--- src/rtl/bcd_adder8_ctrl_if.sv ---
// Bus between the BCD-adder sequencing controller and its surroundings: operator inputs,
// the external adder's sum, and the latched operands/result/display select.
interface bcd_adder8_ctrl_if;
   logic        btn_next;
   logic        btn_clr;
   logic [9:0]  SW;
   logic [11:0] adder_sum;
   logic [7:0]  a_reg;
   logic [7:0]  b_reg;
   logic        cin_reg;
   logic [11:0] RSLT;
   logic [2:0]  out_mux_sel;
   logic        rslt_valid;

   modport master (
      output btn_next, btn_clr, SW, adder_sum,
      input  a_reg, b_reg, cin_reg, RSLT, out_mux_sel, rslt_valid
   );

   modport slave (
      input  btn_next, btn_clr, SW, adder_sum,
      output a_reg, b_reg, cin_reg, RSLT, out_mux_sel, rslt_valid
   );
endinterface

--- src/rtl/bcd_adder8_ctrl.sv ---
// Sequencing controller for the DE1 8-bit BCD adder: steps through A, B and carry-in entry,
// validates BCD operands and the adder result, and selects what the display shows.
module bcd_adder8_ctrl #(
   parameter int unsigned INIT_TICKS = 50_000_000,
   parameter int unsigned ERR_TICKS  = 100_000_000,
   parameter int unsigned CNT_W      = 27
) (
   input logic              clk,
   input logic              reset,
   bcd_adder8_ctrl_if.slave ctrl_io
);

   // State encodings match the display code each state shows.
   localparam logic [2:0] StGetA   = 3'd0;
   localparam logic [2:0] StGetB   = 3'd1;
   localparam logic [2:0] StGetCin = 3'd2;
   localparam logic [2:0] StShow   = 3'd3;
   localparam logic [2:0] StInit   = 3'd4;
   localparam logic [2:0] StCalc   = 3'd5;
   localparam logic [2:0] StErr    = 3'd6;

   localparam logic [CNT_W-1:0] InitLast = CNT_W'(INIT_TICKS - 1);
   localparam logic [CNT_W-1:0] ErrLast  = CNT_W'(ERR_TICKS - 1);

   logic [2:0]       state_q, state_d;
   logic [2:0]       ret_q, ret_d;
   logic [CNT_W-1:0] cnt_q, cnt_d;
   logic [7:0]       a_q, a_d;
   logic [7:0]       b_q, b_d;
   logic             cin_q, cin_d;
   logic [11:0]      rslt_q, rslt_d;
   logic             next_prev_q;
   logic             clr_prev_q;

   logic press;
   logic clear;
   logic sw_bcd_ok;
   logic sum_ok;
   logic unused_sw;

   assign press     = ctrl_io.btn_next & ~next_prev_q;
   assign clear     = ctrl_io.btn_clr & ~clr_prev_q;
   assign sw_bcd_ok = (ctrl_io.SW[7:4] <= 4'd9) && (ctrl_io.SW[3:0] <= 4'd9);
   assign sum_ok    = (ctrl_io.adder_sum[11:9] == 3'b000) &&
                      (ctrl_io.adder_sum[7:4] <= 4'd9) && (ctrl_io.adder_sum[3:0] <= 4'd9);
   assign unused_sw = ^ctrl_io.SW[9:8];

   always_comb begin
      state_d = state_q;
      ret_d   = ret_q;
      cnt_d   = cnt_q;
      a_d     = a_q;
      b_d     = b_q;
      cin_d   = cin_q;
      rslt_d  = rslt_q;

      if (clear && state_q != StInit) begin
         // Clear beats a simultaneous press and aborts an error display.
         state_d = StGetA;
         cnt_d   = '0;
         a_d     = '0;
         b_d     = '0;
         cin_d   = 1'b0;
         rslt_d  = '0;
      end else begin
         case (state_q)
            StInit: begin
               if (cnt_q == InitLast) begin
                  state_d = StGetA;
                  cnt_d   = '0;
               end else begin
                  cnt_d = cnt_q + 1'b1;
               end
            end
            StGetA: begin
               if (press) begin
                  if (sw_bcd_ok) begin
                     a_d     = ctrl_io.SW[7:0];
                     state_d = StGetB;
                  end else begin
                     state_d = StErr;
                     ret_d   = StGetA;
                     cnt_d   = '0;
                  end
               end
            end
            StGetB: begin
               if (press) begin
                  if (sw_bcd_ok) begin
                     b_d     = ctrl_io.SW[7:0];
                     state_d = StGetCin;
                  end else begin
                     state_d = StErr;
                     ret_d   = StGetB;
                     cnt_d   = '0;
                  end
               end
            end
            StGetCin: begin
               if (press) begin
                  cin_d   = ctrl_io.SW[0];
                  state_d = StCalc;
               end
            end
            StCalc: begin
               // One cycle for the external adder to settle on the new operands.
               if (sum_ok) begin
                  rslt_d  = ctrl_io.adder_sum;
                  state_d = StShow;
               end else begin
                  state_d = StErr;
                  ret_d   = StGetA;
                  cnt_d   = '0;
               end
            end
            StShow: begin
               if (press) state_d = StGetA;
            end
            StErr: begin
               if (cnt_q == ErrLast) begin
                  state_d = ret_q;
                  cnt_d   = '0;
               end else begin
                  cnt_d = cnt_q + 1'b1;
               end
            end
            default: begin
               state_d = StInit;
               cnt_d   = '0;
            end
         endcase
      end
   end

   always_ff @(posedge clk) begin
      if (reset) begin
         state_q     <= StInit;
         ret_q       <= StGetA;
         cnt_q       <= '0;
         a_q         <= '0;
         b_q         <= '0;
         cin_q       <= 1'b0;
         rslt_q      <= '0;
         next_prev_q <= 1'b1;
         clr_prev_q  <= 1'b1;
      end else begin
         state_q     <= state_d;
         ret_q       <= ret_d;
         cnt_q       <= cnt_d;
         a_q         <= a_d;
         b_q         <= b_d;
         cin_q       <= cin_d;
         rslt_q      <= rslt_d;
         next_prev_q <= ctrl_io.btn_next;
         clr_prev_q  <= ctrl_io.btn_clr;
      end
   end

   always_comb begin
      ctrl_io.out_mux_sel = 3'd4;
      ctrl_io.rslt_valid  = 1'b0;
      case (state_q)
         StGetA:   ctrl_io.out_mux_sel = 3'd0;
         StGetB:   ctrl_io.out_mux_sel = 3'd1;
         StGetCin: ctrl_io.out_mux_sel = 3'd2;
         StShow: begin
            ctrl_io.out_mux_sel = 3'd3;
            ctrl_io.rslt_valid  = 1'b1;
         end
         StCalc:   ctrl_io.out_mux_sel = 3'd5;
         StErr:    ctrl_io.out_mux_sel = 3'd6;
         default:  ctrl_io.out_mux_sel = 3'd4;
      endcase
   end

   assign ctrl_io.a_reg   = a_q;
   assign ctrl_io.b_reg   = b_q;
   assign ctrl_io.cin_reg = cin_q;
   assign ctrl_io.RSLT    = rslt_q;

endmodule
--- src/flat_wrapper.sv ---
// flat-port wrapper written by rule: the top's interface ports become plain ports
module bcd_adder8_ctrl_flat 
#(
   parameter int unsigned INIT_TICKS = 50_000_000,
   parameter int unsigned ERR_TICKS  = 100_000_000,
   parameter int unsigned CNT_W      = 27
)
  (clk, reset, ctrl_io_btn_next, ctrl_io_btn_clr, ctrl_io_SW, ctrl_io_adder_sum, ctrl_io_a_reg, ctrl_io_b_reg, ctrl_io_cin_reg, ctrl_io_RSLT, ctrl_io_out_mux_sel, ctrl_io_rslt_valid);
  bcd_adder8_ctrl_if ctrl_io_i ();
  input logic clk;
  input logic reset;
  input wire logic [$bits(ctrl_io_i.btn_next)-1:0] ctrl_io_btn_next;
  input wire logic [$bits(ctrl_io_i.btn_clr)-1:0] ctrl_io_btn_clr;
  input wire logic [$bits(ctrl_io_i.SW)-1:0] ctrl_io_SW;
  input wire logic [$bits(ctrl_io_i.adder_sum)-1:0] ctrl_io_adder_sum;
  output wire logic [$bits(ctrl_io_i.a_reg)-1:0] ctrl_io_a_reg;
  output wire logic [$bits(ctrl_io_i.b_reg)-1:0] ctrl_io_b_reg;
  output wire logic [$bits(ctrl_io_i.cin_reg)-1:0] ctrl_io_cin_reg;
  output wire logic [$bits(ctrl_io_i.RSLT)-1:0] ctrl_io_RSLT;
  output wire logic [$bits(ctrl_io_i.out_mux_sel)-1:0] ctrl_io_out_mux_sel;
  output wire logic [$bits(ctrl_io_i.rslt_valid)-1:0] ctrl_io_rslt_valid;
  assign ctrl_io_i.btn_next = ctrl_io_btn_next;
  assign ctrl_io_i.btn_clr = ctrl_io_btn_clr;
  assign ctrl_io_i.SW = ctrl_io_SW;
  assign ctrl_io_i.adder_sum = ctrl_io_adder_sum;
  assign ctrl_io_a_reg = ctrl_io_i.a_reg;
  assign ctrl_io_b_reg = ctrl_io_i.b_reg;
  assign ctrl_io_cin_reg = ctrl_io_i.cin_reg;
  assign ctrl_io_RSLT = ctrl_io_i.RSLT;
  assign ctrl_io_out_mux_sel = ctrl_io_i.out_mux_sel;
  assign ctrl_io_rslt_valid = ctrl_io_i.rslt_valid;
  bcd_adder8_ctrl #(.INIT_TICKS(INIT_TICKS), .ERR_TICKS(ERR_TICKS), .CNT_W(CNT_W)) u_core (.clk(clk), .reset(reset), .ctrl_io(ctrl_io_i));
endmodule
--- config.mk ---
export PLATFORM = sky130hd
export DESIGN_NAME = bcd_adder8_ctrl_flat
export DESIGN_NICKNAME = d
export VERILOG_FILES = /design/src/rtl/bcd_adder8_ctrl_if.sv /design/src/rtl/bcd_adder8_ctrl.sv /design/src/flat_wrapper.sv
export SDC_FILE = /design/constraint.sdc
export NUM_CORES = 1
export LEC_CHECK = 0
export BUFFER_PORTS_ARGS = -buffer_cell sky130_fd_sc_hd__buf_4
export CAP_MARGIN = 15
export CELL_PAD_IN_SITES_DETAIL_PLACEMENT = 1
export CELL_PAD_IN_SITES_GLOBAL_PLACEMENT = 1
export CORE_MARGIN = 5
export CORE_UTILIZATION = 43
export CTS_BUF_LIST = sky130_fd_sc_hd__clkbuf_8
export CTS_CLUSTER_SIZE = 40
export DETAILED_ROUTE_END_ITERATION = 8
export PLACE_DENSITY = 0.87
export SLEW_MARGIN = 5
export SYNTH_ARGS = -nofsm -noshare
export SYNTH_HDL_FRONTEND = slang
export SYNTH_SLANG_ARGS = --single-unit
--- constraint.sdc ---
create_clock -name clk -period 2.4 [get_ports clk]
set_input_delay 0.24 -clock clk [delete_from_list [all_inputs] [get_ports clk]]
set_output_delay 0.24 -clock clk [all_outputs]
set_load 0.02 [all_outputs]
==> run_results.csv, run 1 <==
group,metric,value,unit
run_status,status,"finished clean",
yosys,ys_top_cells_by_count,"dfxtp_1, nor2_1, mux2i_1, nand2_1, nand4_1",
global_routing,grt_antenna_before_repair,0,
layout,largest_register_ffs,27,
layout,nNetsFinal,442,
placement,place.gp.congestion,0.8809,
yosys,ys_seq_area_frac,0.4023,
yosys,synth_area_per_cell,8.943,um2
pwr,switchingPower,0.6834,mW
pwr,internal_power,1.755,mW
worst_setup_path,cp_slowest_cell,"dfxtp_1",
die,die-area,8970,um2
timing,fin_crit,2.287,ns
drt,drc,0,
global_routing,grtUsageTotal,0.2296,
clock_tree,htreeDepth,3,
clock_tree,cts_tree,"built",
layout,finalInstanceArea,3923,um2
pwr,seq_power_share,0.442,
worst_setup_path,arrival,2.53,ns
pwr,netSwitchingFraction,0.2803,
yosys,syn_nets,372,
clock_tree,clock_sinks,62,
drt,viasPerCell,5.845,
worst_setup_path,crit_type,"reg -> reg",
worst_setup_path,crit_family,"simple AND/OR/NAND/NOR gates",
job,maxCapViolCount,0,
die,num_rows,30,
clock_tree,numCtsBuffers,9,
pwr,p_leak,1.634,nW
yosys,syn-instance-count,345,
worst_setup_path,cp.required,2.65,ns
placement,place_inst,500,
layout,area_growth,27.13,%
worst_setup_path,critPathBufInv,1,
timing,fmax,437.2,MHz
layout,fin_util,0.5679,
placement,port_buffers,56,
timing,final_critical_path_setup_slack,0.1128,ns
drt,routed_wl,9820,um
min_path,hp-class,"in -> reg",
drt,vias,3016,
clock_tree,ctsRootBufferMaster,"clkbuf_8",
global_routing,grt_pass1_wl,16170,um
pwr,combPwrFrac,0.127,
timing,maxSlewViolCount,0,
placement,hpwl,6881,um
die,die_height,94.71,um
pwr,fin_total_pwr,2.438,mW
pwr,vdd_drop_max,0.0003028,V
timing,setup_viol,0,
pwr,power.share.clock,0.431,
global_routing,overflow,0,
clock_tree,postCtsSetupRepairBufs,0,
timing,rsz0062_at_grt,"false",
die,die_w,94.71,um
clock_tree,clock_path_buffers,2,
yosys,synth-main-ff-cell,"dfxtp_1",
timing,whs,0.08062,ns
placement,post-place-ws,0.2587,ns
timing,hold_violations,0,
yosys,post-synth-top-count-cell,"dfxtp_1",
drt,antenna_left,0,
global_routing,grt_pass1_vias,3274,
clock_tree,cts_hold_buf,0,
clock_tree,clkLatencyLatePin,0.35,ns
yosys,netlist.area_leader.share,0.4023,
timing,slew_headroom,0.5859,
worst_setup_path,critPathMaxStageDelay,0.45,ns
drt,drtIter0Drc,122,
worst_setup_path,path_max_fanout,7,
timing,worst_slew_pin_slew,0.6178,ns
yosys,ys_ff_latch,62,
drt,wl_per_cell,19.03,um
layout,drive_gt1_frac,0.2786,
yosys,ys.warnings.count,0,
clock_tree,path_clk_slew,0.08,ns
yosys,syn_area,3085,um2
yosys,yosys-top-cells-area,"dfxtp_1, mux2i_1, nor2_1",
pwr,cellPowerDensity,621.7,nW/um2
worst_setup_path,cp-end-kind,"flip-flop",
die,core,6907,um2
timing,period_share,0.9530,
worst_setup_path,startpoint_type,"flip-flop",
die,io_pins,59,
worst_setup_path,cp_cell_sequence,"ha_2 > nand3_4 > nor4_2 > buf_4 > nand4_1 > a211o_1 > o31ai_1",
yosys,yosysTopAreaCell,"dfxtp_1",
layout,fill_cells,837,
timing,finClkSkew,0.009614,ns
yosys,synth_cell_types,56,
yosys,async_reset_ff_frac,0,
clock_tree,post_cts_resized,0,
timing,setup-tns-final,0,ns
yosys,synth_edf_count,0,
global_routing,grt_max_degree,29,
die,initial_utilization,0.4467,
layout,diodes,0,
drt,drt-pass1-iter-count,5,
placement,dpl-instance-area,3699,um2
layout,finalNonFillerCells,516,
layout,regMostFlops,"u_core.cnt_q",
==> power groups by stage <==
stage               sequential [mW]  clock, mW  combinational [mW]
floorplan                      1.09          0               0.175
global placement               1.09          0               0.289
detailed placement             1.10          0               0.297
CTS                            1.08       1.06               0.307
global route                   1.08       1.12               0.333
finish                         1.08       1.05               0.310
==> cell families after synthesis <==
logic type | Yosys count | synth area share
compound gates | 67 | 0.1582
simple gates | 154 | 0.2798
mux | 27 | 0.08759
flops | 62 | 0.4023
buf+inv | 19 | 0.02555
xor+xnor | 15 | 0.04258
fa+ha+maj | 1 | 0.004055
==> metal layers <==
| metal | vias to the layer above | part of all wire | global-route usage | routed length (um) |
|---|---|---|---|---|
| li1 | 1412 | - | - | - |
| met1 | 1498 | 0.42 | 0.2651 | 4102 |
| met2 | 85 | 0.50 | 0.3981 | 4958 |
| met3 | 21 | 0.057 | 0.06215 | 564 |
| met4 | 0 | 0.020 | 0.09615 | 194 |
| met5 | - | 0 | 0 | 0 |
==> final cells by class <==
cell class	instances	area, um2	area share
Clock buffer	9	123.9	0.03158
Clock inverter	7	97.59	0.02488
Inverter	7	26.28	0.006699
Multi-Input combinational cell	264	1768	0.4507
Sequential cell	62	1241	0.3164
Tap cell	96	120.1	0.03062
Timing Repair Buffer	71	545.5	0.1391
==> final timing paths <==
kind / start / end / slack, ns / depth (start not counted)
max: u_core.cnt_q[1] / u_core.cnt_q[24] / 0.11 / 7
min: ctrl_io_btn_clr / u_core.clr_prev_q / 0.08 / 2
max reg2reg: u_core.cnt_q[1] / u_core.cnt_q[24] / 0.11 / 7
min reg2reg: u_core.ctrl_io.RSLT[11] / u_core.ctrl_io.RSLT[11] / 0.49 / 1
==> worst register-to-register path: cells and delay by family, from the launching register on <==
kind                       cells  cell delay [ns]
adders and majority gates      1             0.27
DFF                            1             0.45
buffers and inverters          1             0.22
and+or+nand+nor                3             0.64
AOI/OAI and AO/OA              2             0.60
==> layout by cell type (no fill, tap or decap), drive strengths merged, types with 3 or more instances in the layout <==
cell type / count
xor2: 14
buf: 71
nand3: 11
and2: 3
o211ai: 6
or3: 5
mux2i: 27
clkbuf: 9
and3: 7
o311ai: 3
o2111ai: 4
nor2: 62
a32oi: 3
nand2: 17
nor4: 8
a21oi: 12
dfxtp: 62
inv: 8
o21ai: 18
nor2b: 3
nand4: 17
nand2b: 3
nor3: 6
a31oi: 5
or2: 3
Power figures use the tool's default switching activity.
==> run 2: changes to the inputs <==
--- a/config.mk
+++ b/config.mk
@@ -14,7 +14,10 @@
 export CTS_BUF_LIST = sky130_fd_sc_hd__clkbuf_8
 export CTS_CLUSTER_SIZE = 40
 export DETAILED_ROUTE_END_ITERATION = 8
+export GPL_TIMING_DRIVEN = 0
 export PLACE_DENSITY = 0.87
+export RECOVER_POWER = 100
+export SKIP_CTS_REPAIR_TIMING = 1
 export SLEW_MARGIN = 5
 export SYNTH_ARGS = -nofsm -noshare
 export SYNTH_HDL_FRONTEND = slang
==> run 2 against run 1 <==
Non-clock buffer count shrank 1; register-to-register slack lost 0.08 ns; first-iteration DRC count grew 27%; design area shrank 4.7%; critical path depth shrank 1; critical endpoint is now u_core.cnt_q[14]; largest cell class unchanged.
==> run_results.csv, run 2 (synthesis results as in run 1) <==
group,metric,value,unit
layout,largest_register_ffs,27,
timing,hold_violations,0,
pwr,cellPowerDensity,592.7,nW/um2
global_routing,grt_max_degree,13,
die,io_pins,59,
drt,viasPerCell,5.858,
worst_setup_path,ff2ff_setup_slack,0.04,ns
pwr,power.share.clock,0.378,
global_routing,grt_pass1_wl,15690,um
worst_setup_path,startpoint_type,"flip-flop",
clock_tree,ctsRootBufferMaster,"clkbuf_8",
pwr,p_leak,1.465,nW
pwr,switchingPower,0.6866,mW
pwr,seq_power_share,0.488,
layout,drive_gt1_frac,0.1790,
die,die_height,94.71,um
die,die-area,8970,um2
run_status,status,"finished clean",
clock_tree,clock_path_buffers,2,
global_routing,overflow,0,
worst_setup_path,r2r_end,"u_core.cnt_q[14]",
pwr,netSwitchingFraction,0.3100,
clock_tree,numCtsBuffers,9,
drt,drc,0,
layout,diodes,0,
timing,fmax,423.1,MHz
timing,period_share,0.9849,
clock_tree,clkLatencyLatePin,0.35,ns
drt,vias,3017,
drt,wl_per_cell,19.49,um
worst_setup_path,crit_start,"u_core.state_q[1]",
worst_setup_path,reg2reg_depth,6,
layout,nNetsFinal,441,
placement,port_buffers,56,
pwr,internal_power,1.529,mW
die,die_w,94.71,um
pwr,vdd_drop_max,0.0003767,V
worst_setup_path,regToRegStartpoint,"u_core.state_q[1]",
placement,place.gp.congestion,0.8689,
timing,fin_crit,2.364,ns
timing,worst_slew_pin_slew,0.7065,ns
pwr,combPwrFrac,0.134,
die,initial_utilization,0.4467,
timing,slew_headroom,0.5251,
worst_setup_path,cp.required,2.64,ns
layout,fill_cells,854,
global_routing,grtUsageTotal,0.2258,
global_routing,grt_pass1_vias,3179,
layout,final_cell_mix,"dfxtp_1, nor2_1, clkbuf_1, mux2i_1, buf_4",
layout,layout_commonest_cell,"dfxtp_1",
clock_tree,path_clk_slew,0.08,ns
layout,area_growth,21.13,%
min_path,hp-class,"in -> reg",
clock_tree,cts_tree,"built",
drt,routed_wl,10040,um
timing,whs,0.08288,ns
timing,setup_viol,0,
drt,drtIter0Drc,155,
worst_setup_path,cp-end-kind,"flip-flop",
job,maxCapViolCount,0,
clock_tree,htreeDepth,3,
worst_setup_path,path_max_fanout,10,
placement,hpwl,7082,um
timing,rsz0062_at_grt,"true",
drt,antenna_left,0,
global_routing,grt_antenna_before_repair,0,
clock_tree,clock_sinks,62,
worst_setup_path,arrival,2.61,ns
drt,drt-pass1-iter-count,4,
timing,maxSlewViolCount,0,
die,core,6907,um2
pwr,fin_total_pwr,2.215,mW
timing,finClkSkew,0.01173,ns
worst_setup_path,crit_end,"u_core.cnt_q[14]",
worst_setup_path,crit_type,"reg -> reg",
die,num_rows,30,
layout,regMostFlops,"u_core.cnt_q",
## run 2: cell count changes in the layout (fill, tap and decap cells not counted), sizes merged
cell	delta
buf	-44
bufinv	-2
clkbuf	+43
clkinv	+1
clkinvlp	+1
## run 2: worst max-delay path, cell delays in order (launching register included)
cell and delay [ns]:
dfxtp_1 0.54, nor4b_2 0.12, a41oi_2 0.59, clkbuf_1 0.54, o211ai_1 0.23, xor2_1 0.20, nor2_2 0.04
## run 2: power by group through the flow
stage / registers [mW] / clock network (mW) / logic (mW)
2_1_floorplan: 1.09 / 0 / 0.175
3_3_place_gp: 1.10 / 0 / 0.269
3_5_place_dp: 1.10 / 0 / 0.277
4_1_cts: 1.08 / 0.847 / 0.285
5_1_grt: 1.08 / 0.897 / 0.323
6_report: 1.08 / 0.838 / 0.296
## run 2: cell type report
| class | instances | area [um2] | area share |
|---|---|---|---|
| inverter | 7 | 26.28 | 0.007030 |
| sequential | 62 | 1241 | 0.3321 |
| buffer | 12 | 53.80 | 0.01440 |
| tap | 96 | 120.1 | 0.03214 |
| multi-input combinational | 264 | 1807 | 0.4834 |
| clock inverter | 7 | 50.05 | 0.01339 |
| timing repair buffer | 58 | 315.3 | 0.08437 |
| clock buffer | 9 | 123.9 | 0.03314 |
## run 2: metal layers
metal	share of wire	GRT usage	vias to the layer above
met3	0.048	0.04542	20
li1	-	-	1412
met1	0.41	0.2640	1511
met4	0.021	0.09255	0
met2	0.52	0.3999	74
met5	0	0	-
## run 2: metrics by stage
step	std cells	cell area, um2	worst slack, ns	utilization	setup TNS, ns
after global routing	515	3737	-0.07629	0.5411	-0.5233
after floorplan	345	3085	0.2848	-	0
after global placement	497	3626	-0.04523	0.5250	-0.4448
after detailed placement	497	3626	-0.1020	0.5250	-0.9436
after CTS	513	3800	-0.1207	0.5502	-1.103
final	515	3737	0.03631	0.5411	0
## run 2: worst min-delay path by stage
| stage | depth (start not counted) | slack, ns | from | to |
|---|---|---|---|---|
| after floorplan | 1 | 0.31 | reset | u_core.ret_q[0] |
| after global placement | 2 | 0.43 | ctrl_io_btn_clr | u_core.clr_prev_q |
| after detailed placement | 2 | 0.44 | ctrl_io_btn_clr | u_core.clr_prev_q |
| after CTS | 2 | 0.08 | ctrl_io_btn_next | u_core.next_prev_q |
| after global routing | 2 | 0.08 | ctrl_io_btn_next | u_core.next_prev_q |
| final | 2 | 0.08 | ctrl_io_btn_clr | u_core.clr_prev_q |
==> run 3: changes to the inputs <==
==> constraint.sdc (replaced) <==
create_clock -name clk -period 2.4 [get_ports clk]
set_input_delay 0.24 -clock clk [delete_from_list [all_inputs] [get_ports clk]]
set_output_delay 0.24 -clock clk [all_outputs]
set_load 0.05 [all_outputs]
==> run 3 against run 2 <==
Register-to-register slack about the same; non-clock buffer count unchanged; worst hold slack barely moved; largest cell class unchanged; utilization rose by 0.054 points.
==> run_results.csv, run 3 (synthesis results as in run 1) <==
group,metric,value,unit
layout,nNetsFinal,441,
worst_setup_path,path_max_fanout,10,
layout,regMostFlops,"u_core.cnt_q",
die,core,6907,um2
layout,largest_register_ffs,27,
pwr,cellPowerDensity,595.2,nW/um2
clock_tree,ctsRootBufferMaster,"clkbuf_8",
timing,slew_headroom,0.5162,
die,io_pins,59,
clock_tree,clock_path_buffers,2,
placement,port_buffers,56,
global_routing,grt_pass1_wl,15690,um
timing,setup_viol,0,
worst_setup_path,ff2ff_setup_slack,0.04,ns
worst_setup_path,cp_cell_sequence,"nor4b_2 > a41oi_2 > clkbuf_1 > o211ai_1 > xor2_1 > nor2_2",
layout,area_growth,21.25,%
layout,final_cell_mix,"dfxtp_1, nor2_1, clkbuf_1, mux2i_1, buf_4",
worst_setup_path,critPathMaxStageDelay,0.59,ns
timing,period_share,0.9845,
pwr,p_leak,1.469,nW
placement,dpl-instance-area,3626,um2
min_path,holdPathStages,2,
clock_tree,clkLatencyLatePin,0.35,ns
die,num_rows,30,
worst_setup_path,r2r_end,"u_core.cnt_q[14]",
clock_tree,numCtsBuffers,9,
run_status,status,"finished clean",
layout,drive_gt1_frac,0.1814,
drt,drtIter0Drc,162,
clock_tree,cts_tree,"built",
worst_setup_path,reg2reg_depth,6,
die,die-area,8970,um2
placement,place.gp.congestion,0.8689,
layout,final-seq-area,1241,um2
layout,layout_commonest_cell,"dfxtp_1",
clock_tree,path_clk_slew,0.08,ns
drt,antenna_left,0,
die,die_w,94.71,um
placement,post-place-ws,-0.1020,ns
timing,fmax,423.2,MHz
pwr,vdd_drop_max,0.0003768,V
global_routing,grt_pass1_vias,3179,
worst_setup_path,crit_type,"reg -> reg",
die,die_height,94.71,um
die,initial_utilization,0.4467,
min_path,hp-class,"in -> reg",
placement,hpwl,7082,um
layout,fill_cells,854,
worst_setup_path,cp.required,2.64,ns
timing,fin_crit,2.363,ns
worst_setup_path,cp_slowest_cell,"a41oi_2",
clock_tree,clock_sinks,62,
timing,worst_slew_pin_slew,0.7197,ns
drt,wl_per_cell,19.50,um
global_routing,grtUsageTotal,0.2258,
timing,hold_violations,0,
min_path,hp-start,"ctrl_io_btn_clr",
drt,routed_wl,10040,um
clock_tree,htreeDepth,3,
drt,vias,3030,
layout,finalInstanceArea,3741,um2
global_routing,grt_max_degree,13,
worst_setup_path,startpoint_type,"flip-flop",
worst_setup_path,crit_family,"compound AO/OA/AOI/OAI gates",
worst_setup_path,critPathBufInv,1,
drt,drc,0,
worst_setup_path,arrival,2.60,ns
worst_setup_path,regToRegStartpoint,"u_core.state_q[1]",
global_routing,overflow,0,
layout,multi_input_area,1807,um2
worst_setup_path,cp-end-kind,"flip-flop",
drt,viasPerCell,5.883,
drt,drt-pass1-iter-count,4,
layout,diodes,0,
timing,rsz0062_at_grt,"true",
worst_setup_path,crit_start,"u_core.state_q[1]",
job,maxCapViolCount,0,
global_routing,grt_antenna_before_repair,0,
min_path,min_to,"u_core.clr_prev_q",
timing,maxSlewViolCount,0,
timing,finClkSkew,0.01173,ns
timing,final_critical_path_setup_slack,0.03730,ns
[run 3: cell types whose count changed in the layout (fill, tap and decap cells not counted), sizes merged]
cell	delta
clkbuf	-1
buf	+1
[run 3: through the flow]
stage                     total power, mW  hold WS [ns]  instances    util  setup TNS, ns
after floorplan                     1.279        0.3091        345       -              0
after global placement              1.377        0.4346        497  0.5250        -0.4448
after detailed placement            1.388        0.4405        497  0.5250        -0.9436
after CTS                           2.219       0.07735        513  0.5502         -1.103
after global routing                2.314       0.08228        515  0.5417        -0.5233
final                               2.227       0.08285        515  0.5417              0
[run 3: power by group]
group / switching, mW / internal [mW]
Combinational: 0.200 / 0.106
Sequential: 0.0342 / 1.05
Clock: 0.463 / 0.376
Total: 0.698 / 1.53
[run 3: final cells by class]
class                      instances  area share
tap                               96     0.03211
timing repair buffer              58     0.08528
inverter                           7    0.007023
multi-input combinational        264      0.4829
buffer                            12     0.01438
clock inverter                     7     0.01338
clock buffer                       9     0.03311
sequential                        62      0.3318
[run 3: worst max-delay path by stage]
stage / slack (ns) / endpoint / cells after the start
floorplan: 0.28 / u_core.cnt_q[7] / 6
global placement: -0.05 / u_core.cnt_q[7] / 6
detailed placement: -0.10 / u_core.cnt_q[9] / 6
CTS: -0.12 / u_core.cnt_q[9] / 6
global route: -0.08 / u_core.cnt_q[17] / 6
finish: 0.04 / u_core.cnt_q[14] / 6
[run 3: metal layers]
metal  global-route usage  part of all wire  vias to the layer above
li1                     -                 -                     1411
met1               0.2640              0.41                     1509
met2               0.3999              0.52                       86
met3              0.04542             0.050                       24
met4              0.09255             0.023                        0
met5                    0                 0                        -
